### src/rtl/toggle_sync_sched.sv
// Source-domain scheduler sharing one toggle-pulse CDC channel among N_REQ requesters.
// Per-requester event counters feed a round-robin arbiter that issues pulses GAP cycles apart.
module toggle_sync_sched #(
  parameter  int N_REQ = 4,
  parameter  int CNT_W = 4,
  parameter  int GAP   = 6,
  localparam int ID_W  = $clog2(N_REQ)
) (
  input  logic             clk,
  input  logic             rst,
  input  logic [N_REQ-1:0] req_pulse,
  input  logic             ovf_clr,
  output logic             xfer_pulse,
  output logic [ID_W-1:0]  xfer_id,
  output logic [N_REQ-1:0] pending,
  output logic [N_REQ-1:0] overflow,
  output logic             busy
);

  localparam int               GAP_W    = $clog2(GAP + 1);
  localparam logic [CNT_W-1:0] CNT_MAX  = '1;
  localparam logic [GAP_W-1:0] GAP_LOAD = GAP_W'(GAP - 2);

  typedef enum logic [1:0] {S_IDLE, S_ISSUE, S_HOLD} state_t;

  state_t             r_state;
  logic [CNT_W-1:0]   r_cnt [N_REQ];
  logic [N_REQ-1:0]   r_ovf;
  logic [ID_W-1:0]    r_rr;
  logic [ID_W-1:0]    r_xfer_id;
  logic               r_xfer_pulse;
  logic [GAP_W-1:0]   r_gap;

  logic [N_REQ-1:0]   w_pend;
  logic [N_REQ-1:0]   w_dec;
  logic [N_REQ-1:0]   w_ovf_set;
  logic [2*N_REQ-1:0] w_rot;
  logic               w_any;
  logic [ID_W-1:0]    w_win;
  logic [ID_W-1:0]    w_rr_next;

  // NOTE: every signal written in always_comb gets a default first, so no latch is inferred.
  always_comb begin
    w_pend    = '0;
    w_dec     = '0;
    w_ovf_set = '0;
    for (int i = 0; i < N_REQ; i++) begin
      w_pend[i]    = (r_cnt[i] != '0);
      w_dec[i]     = (r_state == S_ISSUE) && (r_xfer_id == ID_W'(i));
      w_ovf_set[i] = req_pulse[i] && !w_dec[i] && (r_cnt[i] == CNT_MAX);
    end
  end

  // Rotate the pending vector so bit 0 is the RR pointer; first set bit is the winner.
  always_comb begin
    int v_off;
    int v_sum;
    w_rot = {w_pend, w_pend} >> r_rr;
    w_any = 1'b0;
    v_off = 0;
    for (int k = N_REQ - 1; k >= 0; k--) begin
      if (w_rot[k]) begin
        w_any = 1'b1;
        v_off = k;
      end
    end
    v_sum = int'(r_rr) + v_off;
    if (v_sum >= N_REQ) v_sum = v_sum - N_REQ;
    w_win = ID_W'(v_sum);
  end

  assign w_rr_next = (r_xfer_id == ID_W'(N_REQ - 1)) ? '0 : r_xfer_id + 1'b1;

  // NOTE: sequential state uses non-blocking assignments only, so every register sees pre-edge values.
  always_ff @(posedge clk) begin
    if (rst) begin
      // NOTE: the counter array is plain flops, not RAM, so it is cleared by reset like any register.
      for (int i = 0; i < N_REQ; i++) r_cnt[i] <= '0;
      r_ovf <= '0;
    end else begin
      for (int i = 0; i < N_REQ; i++) begin
        if (req_pulse[i] && !w_dec[i]) begin
          if (r_cnt[i] != CNT_MAX) r_cnt[i] <= r_cnt[i] + 1'b1;
        end else if (w_dec[i] && !req_pulse[i]) begin
          r_cnt[i] <= r_cnt[i] - 1'b1;
        end
      end
      // A fresh overflow beats a simultaneous clear.
      r_ovf <= w_ovf_set | (r_ovf & ~{N_REQ{ovf_clr}});
    end
  end

  always_ff @(posedge clk) begin
    if (rst) begin
      r_state      <= S_IDLE;
      r_rr         <= '0;
      r_xfer_id    <= '0;
      r_xfer_pulse <= 1'b0;
      r_gap        <= '0;
    end else begin
      case (r_state)
        S_IDLE: begin
          if (w_any) begin
            r_state      <= S_ISSUE;
            r_xfer_id    <= w_win;
            r_xfer_pulse <= 1'b1;
          end
        end
        S_ISSUE: begin
          r_state      <= S_HOLD;
          r_xfer_pulse <= 1'b0;
          r_rr         <= w_rr_next;
          r_gap        <= GAP_LOAD;
        end
        S_HOLD: begin
          if (r_gap != '0) begin
            r_gap <= r_gap - 1'b1;
          end else if (w_any) begin
            r_state      <= S_ISSUE;
            r_xfer_id    <= w_win;
            r_xfer_pulse <= 1'b1;
          end else begin
            r_state <= S_IDLE;
          end
        end
        default: r_state <= S_IDLE;
      endcase
    end
  end

  assign xfer_pulse = r_xfer_pulse;
  assign xfer_id    = r_xfer_id;
  assign pending    = w_pend;
  assign overflow   = r_ovf;
  assign busy       = (r_state != S_IDLE) || (|w_pend);

endmodule

### config.mk
export PLATFORM = sky130hd
export DESIGN_NAME = toggle_sync_sched
export DESIGN_NICKNAME = d
export VERILOG_FILES = /design/src/rtl/toggle_sync_sched.sv
export SDC_FILE = /design/constraint.sdc
export NUM_CORES = 1
export LEC_CHECK = 0
export ABC_AREA = 1
export ABC_CLOCK_PERIOD_IN_PS = 3200
export BUFFER_PORTS_ARGS = -buffer_cell sky130_fd_sc_hd__buf_2
export CAP_MARGIN = 40
export CORE_UTILIZATION = 55
export CTS_CLUSTER_DIAMETER = 100
export DETAILED_ROUTE_END_ITERATION = 12
export PLACE_DENSITY = 0.75
export SYNTH_ARGS = -nofsm -noshare
export SYNTH_HDL_FRONTEND = slang
export SYNTH_SLANG_ARGS = --single-unit
### constraint.sdc
create_clock -name clk -period 3.2 [get_ports clk]
set_input_delay 0.96 -clock clk [delete_from_list [all_inputs] [get_ports clk]]
set_output_delay 0.96 -clock clk [all_outputs]
set_load 0.02 [all_outputs]
==> results of run 1 <==
-- power by group --
group / internal, mW / switching (mW)
Sequential: 0.457 / 0.0547
Clock: 0.106 / 0.129
Combinational: 0.117 / 0.205
-- cell usage after synthesis, types with 2 or more instances --
master | instances | area (um^2)
nor3_1 | 10 | 50.1
nand3_1 | 28 | 140
o21ai_0 | 7 | 35.0
a21oi_1 | 15 | 75.1
buf_2 | 2 | 10.0
dfxtp_1 | 14 | 280
xnor2_1 | 4 | 35.0
inv_1 | 30 | 113
o22ai_1 | 2 | 12.5
ha_1 | 16 | 200
nand2_2 | 2 | 12.5
fa_1 | 3 | 60.1
nor3_2 | 3 | 30.0
nand2_1 | 51 | 191
nor2_2 | 4 | 25.0
nor2_1 | 24 | 90.1
xor2_1 | 7 | 61.3
nand3_2 | 3 | 30.0
edfxtp_1 | 16 | 480
-- final cells by class --
| type | count | area (um^2) |
|---|---|---|
| clock buffers | 7 | 55.1 |
| clock inverters | 1 | 5.00 |
| fillers | 320 | 1210 |
| inverters | 31 | 116 |
| multi-input cells | 186 | 1120 |
| flip-flops and latches | 30 | 761 |
| well taps | 46 | 57.6 |
| repair buffers | 18 | 90.1 |
-- path summary, 6_finish.rpt --
kind / endpoint / startpoint
setup reg to reg: r_cnt[0][3] / r_state[0]
hold reg to reg: r_gap[0] / r_gap[0]
hold / removal: r_gap[0] / r_gap[0]
setup / recovery: busy / r_cnt[3][0]
-- worst reg2reg max path: stages (launching register included) --
cell and delay (ns):
dfxtp_1 0.38, inv_1 0.09, nor2_4 0.17, nand2_1 0.13, nor3_2 0.28, ha_1 0.33
a21oi_1 0.15, nand2_1 0.08, xor2_1 0.17, mux2i_1 0.20, inv_1 0.07
-- registers in the layout, indices dropped and copies added, names as in the netlist --
| register | cells |
|---|---|
| r_cnt | 16 |
| overflow | 4 |
| r_gap | 3 |
| r_rr | 2 |
| r_state | 2 |
| xfer_id | 2 |
| xfer_pulse | 1 |
-- cell families after synthesis --
group / share of synthesized area, %
compound gates: 7.18
flops: 37.6
buf+inv: 6.99
simple gates: 30.1
fa+ha+maj: 12.9
xor+xnor: 4.76
mux: 0.495
-- per-layer routing --
metal	vias up	global-route usage, %	share of wire (%)
li1	871	-	-
met1	758	29.0	48
met2	35	36.1	47
met3	2	5.11	3.6
met4	0	7.85	0.60
met5	-	0	0
-- through the flow --
stage	utilization [%]	power [mW]
final	64.5	1.07
after floorplan	-	0.762
after global placement	62.8	0.831
after global routing	64.5	1.15
after detailed placement	62.8	0.840
after CTS	64.5	1.08
==> impl_results.md, run 1 <==
* Startpoint Class: flop
* Post-synth EDFFs at 16
* Final cycle utilization of the critical path at 82.9%
* CTS Sinks at 30
* Placed insts at between 300 and 400
* Number of global-route vias before repair at 1614
* Sequential area share after synthesis at 37.6%
* Power Density at around 490 mW/mm^2
* Syn Std Cell Area at around 0.002 mm^2
* Hold_ws at 0.456 ns
* CP Cell Sequence: inv_1, ha_1, nand2_1, nor3_1, nand2_1, buf_2
* Die ar. at 0.00392 mm^2
* Vias at about 1700
* Worst Hold Class: reg -> reg
* Total of max-cap violations at 0
* Clock root cell: clkbuf_4
* Worst path slowest cell: edfxtp_1
* CP max FO at 5
* Initial antenna violation count at 0
* Tmin final at around 2.7 ns
* Worst Clk Skew at 0.0139 ns
* Post-route ant nets at 0
* Share of layout cells above drive strength 1 at roughly 15%
* Most common cell after layout, fill and taps aside: nand2_1
* Die Y at between 60 and 70 um
* Core Area at around 0.0034 mm^2
* VDD IR max at 0.000312 V
* Clk pin slew, worst setup/hold paths at ~0.09 ns
* Setup WS pre-CTS at 0.403 ns
* # port buffers at 18
* Stages on worst setup path at 6
* Final setup TNS at 0 ns
* Row cnt at 21
* Critical path type: reg -> out
* Post-place instance area at between 0.002 and 0.0025 mm^2
* Final setup violation count at 0
* Crit end category: output port
* TritonCTS clock tree: yes
* Asr flop ratio synth at 0%
* Area grow syn2layout at 9.03%
* Max frequency at between 0.3 and 0.4 GHz
* Final instance area at approximately 0.0022 mm^2
* Delay-heaviest family, CP: flip-flops
* Post-cts repair resize count at 0
* Slew headroom at around three quarters
* GRT Overall Usage at between 20 and 25%
* Synth unique cells at 29
* Setup slack, reg-to-reg at just over 0.9 ns
* Post-Route WL at 4000 um
* Crit path DAT at about 1.7 ns
* CP dominant cell by count: nand2_1
* Largest net degree at the start of global routing at 19
* H-tree Lvls at 2
* Post-Synthesis Cells at between 200 and 300
* Required @ worst endpoint at 2.24 ns
* Number of nets in the layout at around 300
* Grt total ovfl at 0
* Routability cong. at about 0.85
* Drt initial violations at 63
* Worst slew pin tran at roughly 0.36 ns
* Hold Path Depth at 1
* Final worst slack at between 0.5 and 0.6 ns
* Net Count, Synth at approximately 280
* Most frequent cells in the layout: nand2_1 (51), inv_1 (30), nand3_1 (28), nor2_1 (24), buf_2 (18)
* Fin. max-slew vios at 0
* Slowest stage delay, CP at roughly 0.45 ns
* N_diodes at 0
* Die X at about 63 um
* Primary FF master, synth: edfxtp_1
* Initial core utilization at slightly below 60%
* Synth warn at 0
* TritonRoute pass-1 iters at 4
* WP buf/inv at 2
* Avg Cell Area, Syn at approximately 8 um^2
* Drt wl/cell at about 13 um
* Final hold vios at 0
* Hold_buf cts at 0
* Synth Register Bits at 30
* CTS buffer count at 5
* Clock Path Buffers at 2
* Pleak at about 1.0 nW
* Post-CTS Setup Bufs at 0
* Post-Layout Cell Count at about 320
* DP Wirelength at ~3100 um
* Worst Reg-to-Reg Cells at 10
* Status: complete, no violations
* Vias/cell at ~5.2
* Clk Latency, worst-skew pair at 0.32 ns
* Residual DRC count at 0
* I/O pins at 19
* RSZ-0062 raised after global routing: false
* First-pass GRT wire length at between 6000 and 7000 um
No activity file was read; power rests on OpenSTA's default activity.
==> inputs of run 2 (changes only) <==
- ABC_CLOCK_PERIOD_IN_PS: 3200 -> 2200
- CORE_UTILIZATION: 55 -> 53
- clock period: 3.2 -> 2.2 ns (I/O delays scaled with it)
==> run 2 against run 1 <==
Compared with the run above:
- sequential power increased by 46%
- sequential share of layout area is 2.6 points lower
- clock skew shrank 0.0024 ns
- clock power grew 83%
- via count increased by 2.8%
- cell count increased by 4.7%
- largest cell class unchanged
==> impl_results.md, run 2 (synthesis gave the netlist of run 1 again) <==
* Status: complete, no violations (unchanged)
* Slew headroom at 79.3% (was 75.9%)
* Grt total ovfl at 0 (unchanged)
* Final setup violation count at 0 (unchanged)
* Most common cell after layout, fill and taps aside: nand2_1 (unchanged)
* TritonCTS clock tree: yes (unchanged)
* First-pass GRT wire length at 6930 um (was 6940 um)
* # port buffers at 18 (unchanged)
* Total of max-cap violations at 0 (unchanged)
* Initial antenna violation count at 0 (unchanged)
* Area grow syn2layout at 18.2% (was 9.03%)
* Final setup TNS at 0 ns (unchanged)
* N_diodes at 0 (unchanged)
* Most flops, register: r_cnt (unchanged)
* I/O pins at 19 (unchanged)
* Required @ worst endpoint at 1.54 ns (was 2.24 ns)
* Final hold vios at 0 (unchanged)
* Die ar. at 0.00407 mm^2 (was 0.00392 mm^2)
* Drt initial violations at 108 (was 63)
* Share of layout cells above drive strength 1 at 22.4% (was 15.0%)
* Setup WS pre-CTS at -0.0299 ns (was 0.403 ns)
* Residual DRC count at 0 (unchanged)
* Crit path DAT at 1.45 ns (was 1.69 ns)
* Number of nets in the layout at 311 (was 298)
* Core Area at 0.00366 mm^2 (was 0.00342 mm^2)
* Worst Reg-to-Reg Cells at 9 (was 10)
* Pwr Total at 1.72 mW (was 1.07 mW)
* RSZ-0062 raised after global routing: false (unchanged)
* FF-to-FF Start: xfer_id[0] (was r_state[0])
* Vias at 1712 (was 1666)
* GRT Overall Usage at 22.6% (was 22.3%)
* TritonRoute pass-1 iters at 4 (unchanged)
* Worst slew pin tran at 0.311 ns (was 0.361 ns)
* Die Y at 63.8 um (was 62.6 um)
* Fin. max-slew vios at 0 (unchanged)
* Critical path type: reg -> out (unchanged)
* Initial core utilization at 55.2% (was 59.2%)
* Number of flip-flops in the largest register at 16 (unchanged)
* Tmin final at 2.11 ns
* Clk pin slew, worst setup/hold paths at 0.06 ns (was 0.09 ns)
* Die X at 63.8 um (was 62.6 um)
* Largest net degree at the start of global routing at 12 (was 19)
* Startpoint Class: flop (unchanged)
* Row cnt at 22 (was 21)
* VDD IR max at 0.000402 V (was 0.000312 V)
* Routability cong. at 0.880 (was 0.851)
* Worst Clk Skew at 0.0115 ns (was 0.0139 ns)
* Worst reg2reg path endpoint: r_cnt[0][2] (was r_cnt[0][3])
* Number of global-route vias before repair at 1585 (was 1614)
* Hold_buf cts at 0 (unchanged)
* Drt wl/cell at 12.5 um (about the same)
* Worst Hold Class: reg -> reg (unchanged)
* Max frequency at around 0.47 GHz
* CTS Sinks at 30 (unchanged)
* Clock Path Buffers at 2 (unchanged)
* Clock root cell: clkbuf_8 (was clkbuf_4)
* DP Wirelength at 3290 um (was 3130 um)
* Vias/cell at 5.13 (was 5.22)
* CP max FO at 4 (was 5)
* CTS buffer count at 5 (unchanged)
* Hold Startpoint: overflow[1] (was r_gap[0])
* H-tree Lvls at 2 (unchanged)
* Clk Latency, worst-skew pair at 0.29 ns (was 0.32 ns)
* Final cycle utilization of the critical path at a little over nine tenths
* Hold endpoint: overflow[1] (was r_gap[0])
* Final worst slack at 0.0939 ns (was 0.548 ns)
* Setup slack, reg-to-reg at 0.18 ns (was 0.93 ns)
* Pleak at 1.09 nW (was 1.01 nW)
* Hold Path Depth at 2 (was 1)
* Post-Route WL at 4190 um (was 4000 um)
* Crit end category: output port (unchanged)
* Post-route ant nets at 0 (unchanged)
* Most frequent cells in the layout: nand2_1 (50), inv_1 (29), nand3_1 (27), nor2_1 (21), buf_2 (18) (was nand2_1 (51), inv_1 (30), nand3_1 (28), nor2_1 (24), buf_2 (18))
* Power Density at 718 mW/mm^2 (was 485 mW/mm^2)
run 2: worst max-delay path by stage:
stage / slack, ns / end / start
floorplan: 0.002 / r_cnt[0][3] / rst
global placement: 0.02 / r_cnt[0][3] / rst
detailed placement: -0.03 / r_cnt[0][3] / rst
CTS: 0.005 / busy / r_cnt[1][1]
global route: 0.003 / xfer_id[1] / r_cnt[0][2]
finish: 0.09 / busy / r_cnt[3][3]
run 2: final cells by class:
cell class / instances / area, um^2
Multi-Input combinational cell: 186 / 1180
Clock buffer: 6 / 72.6
Sequential cell: 30 / 763
Clock inverter: 2 / 8.76
Inverter: 31 / 116
Tap cell: 48 / 60.1
Timing Repair Buffer: 31 / 188
Fill cell: 307 / 1270
run 2: what timing repair did:
| action | 4_1_cts | 5_1_grt |
|---|---|---|
| buffers inserted | 1 | 2 |
| gates resized for setup | 1 | 13 |
| setup endpoints to repair | 1 | 5 |
| pin swaps | 0 | 1 |
run 2: report_power, final:
part           leakage (nW)  switching, mW  total (mW)  internal [mW]
Combinational         0.765          0.322       0.537          0.216
Sequential            0.286         0.0793       0.747          0.667
Clock                0.0426          0.214       0.431          0.217
Total                  1.09          0.615        1.72           1.10
run 2: per-stage QoR:
| step | hold slack (ns) | instances | utilization, % | cell area [um^2] |
|---|---|---|---|---|
| 3_5_place_dp | 0.452 | 323 | 60.9 | 2230 |
| 5_1_grt | 0.499 | 334 | 65.3 | 2390 |
| 6_report | 0.459 | 334 | 65.3 | 2390 |
| 3_3_place_gp | 0.440 | 323 | 60.9 | 2230 |
| 4_1_cts | 0.459 | 332 | 63.4 | 2320 |
| 2_1_floorplan | 0.426 | 251 | - | 2030 |
run 2: worst max-delay path, stage by stage, from the launching register on:
cell and delay (ns):
edfxtp_1 0.52, nor2_8 0.16, nand2_1 0.09, nor3_1 0.18, nand2_1 0.06, buf_2 0.15
run 2: per-layer routing:
metal  up-vias  wire (um)  part of all wire [%]  global-route usage, %
met4         0         71                   1.7                   11.6
met2        25       2030                    48                   37.2
met3         8        123                   2.9                   4.29
li1        894          -                     -                      -
met1       785       1970                    47                   27.9
met5         -          0                     0                      0
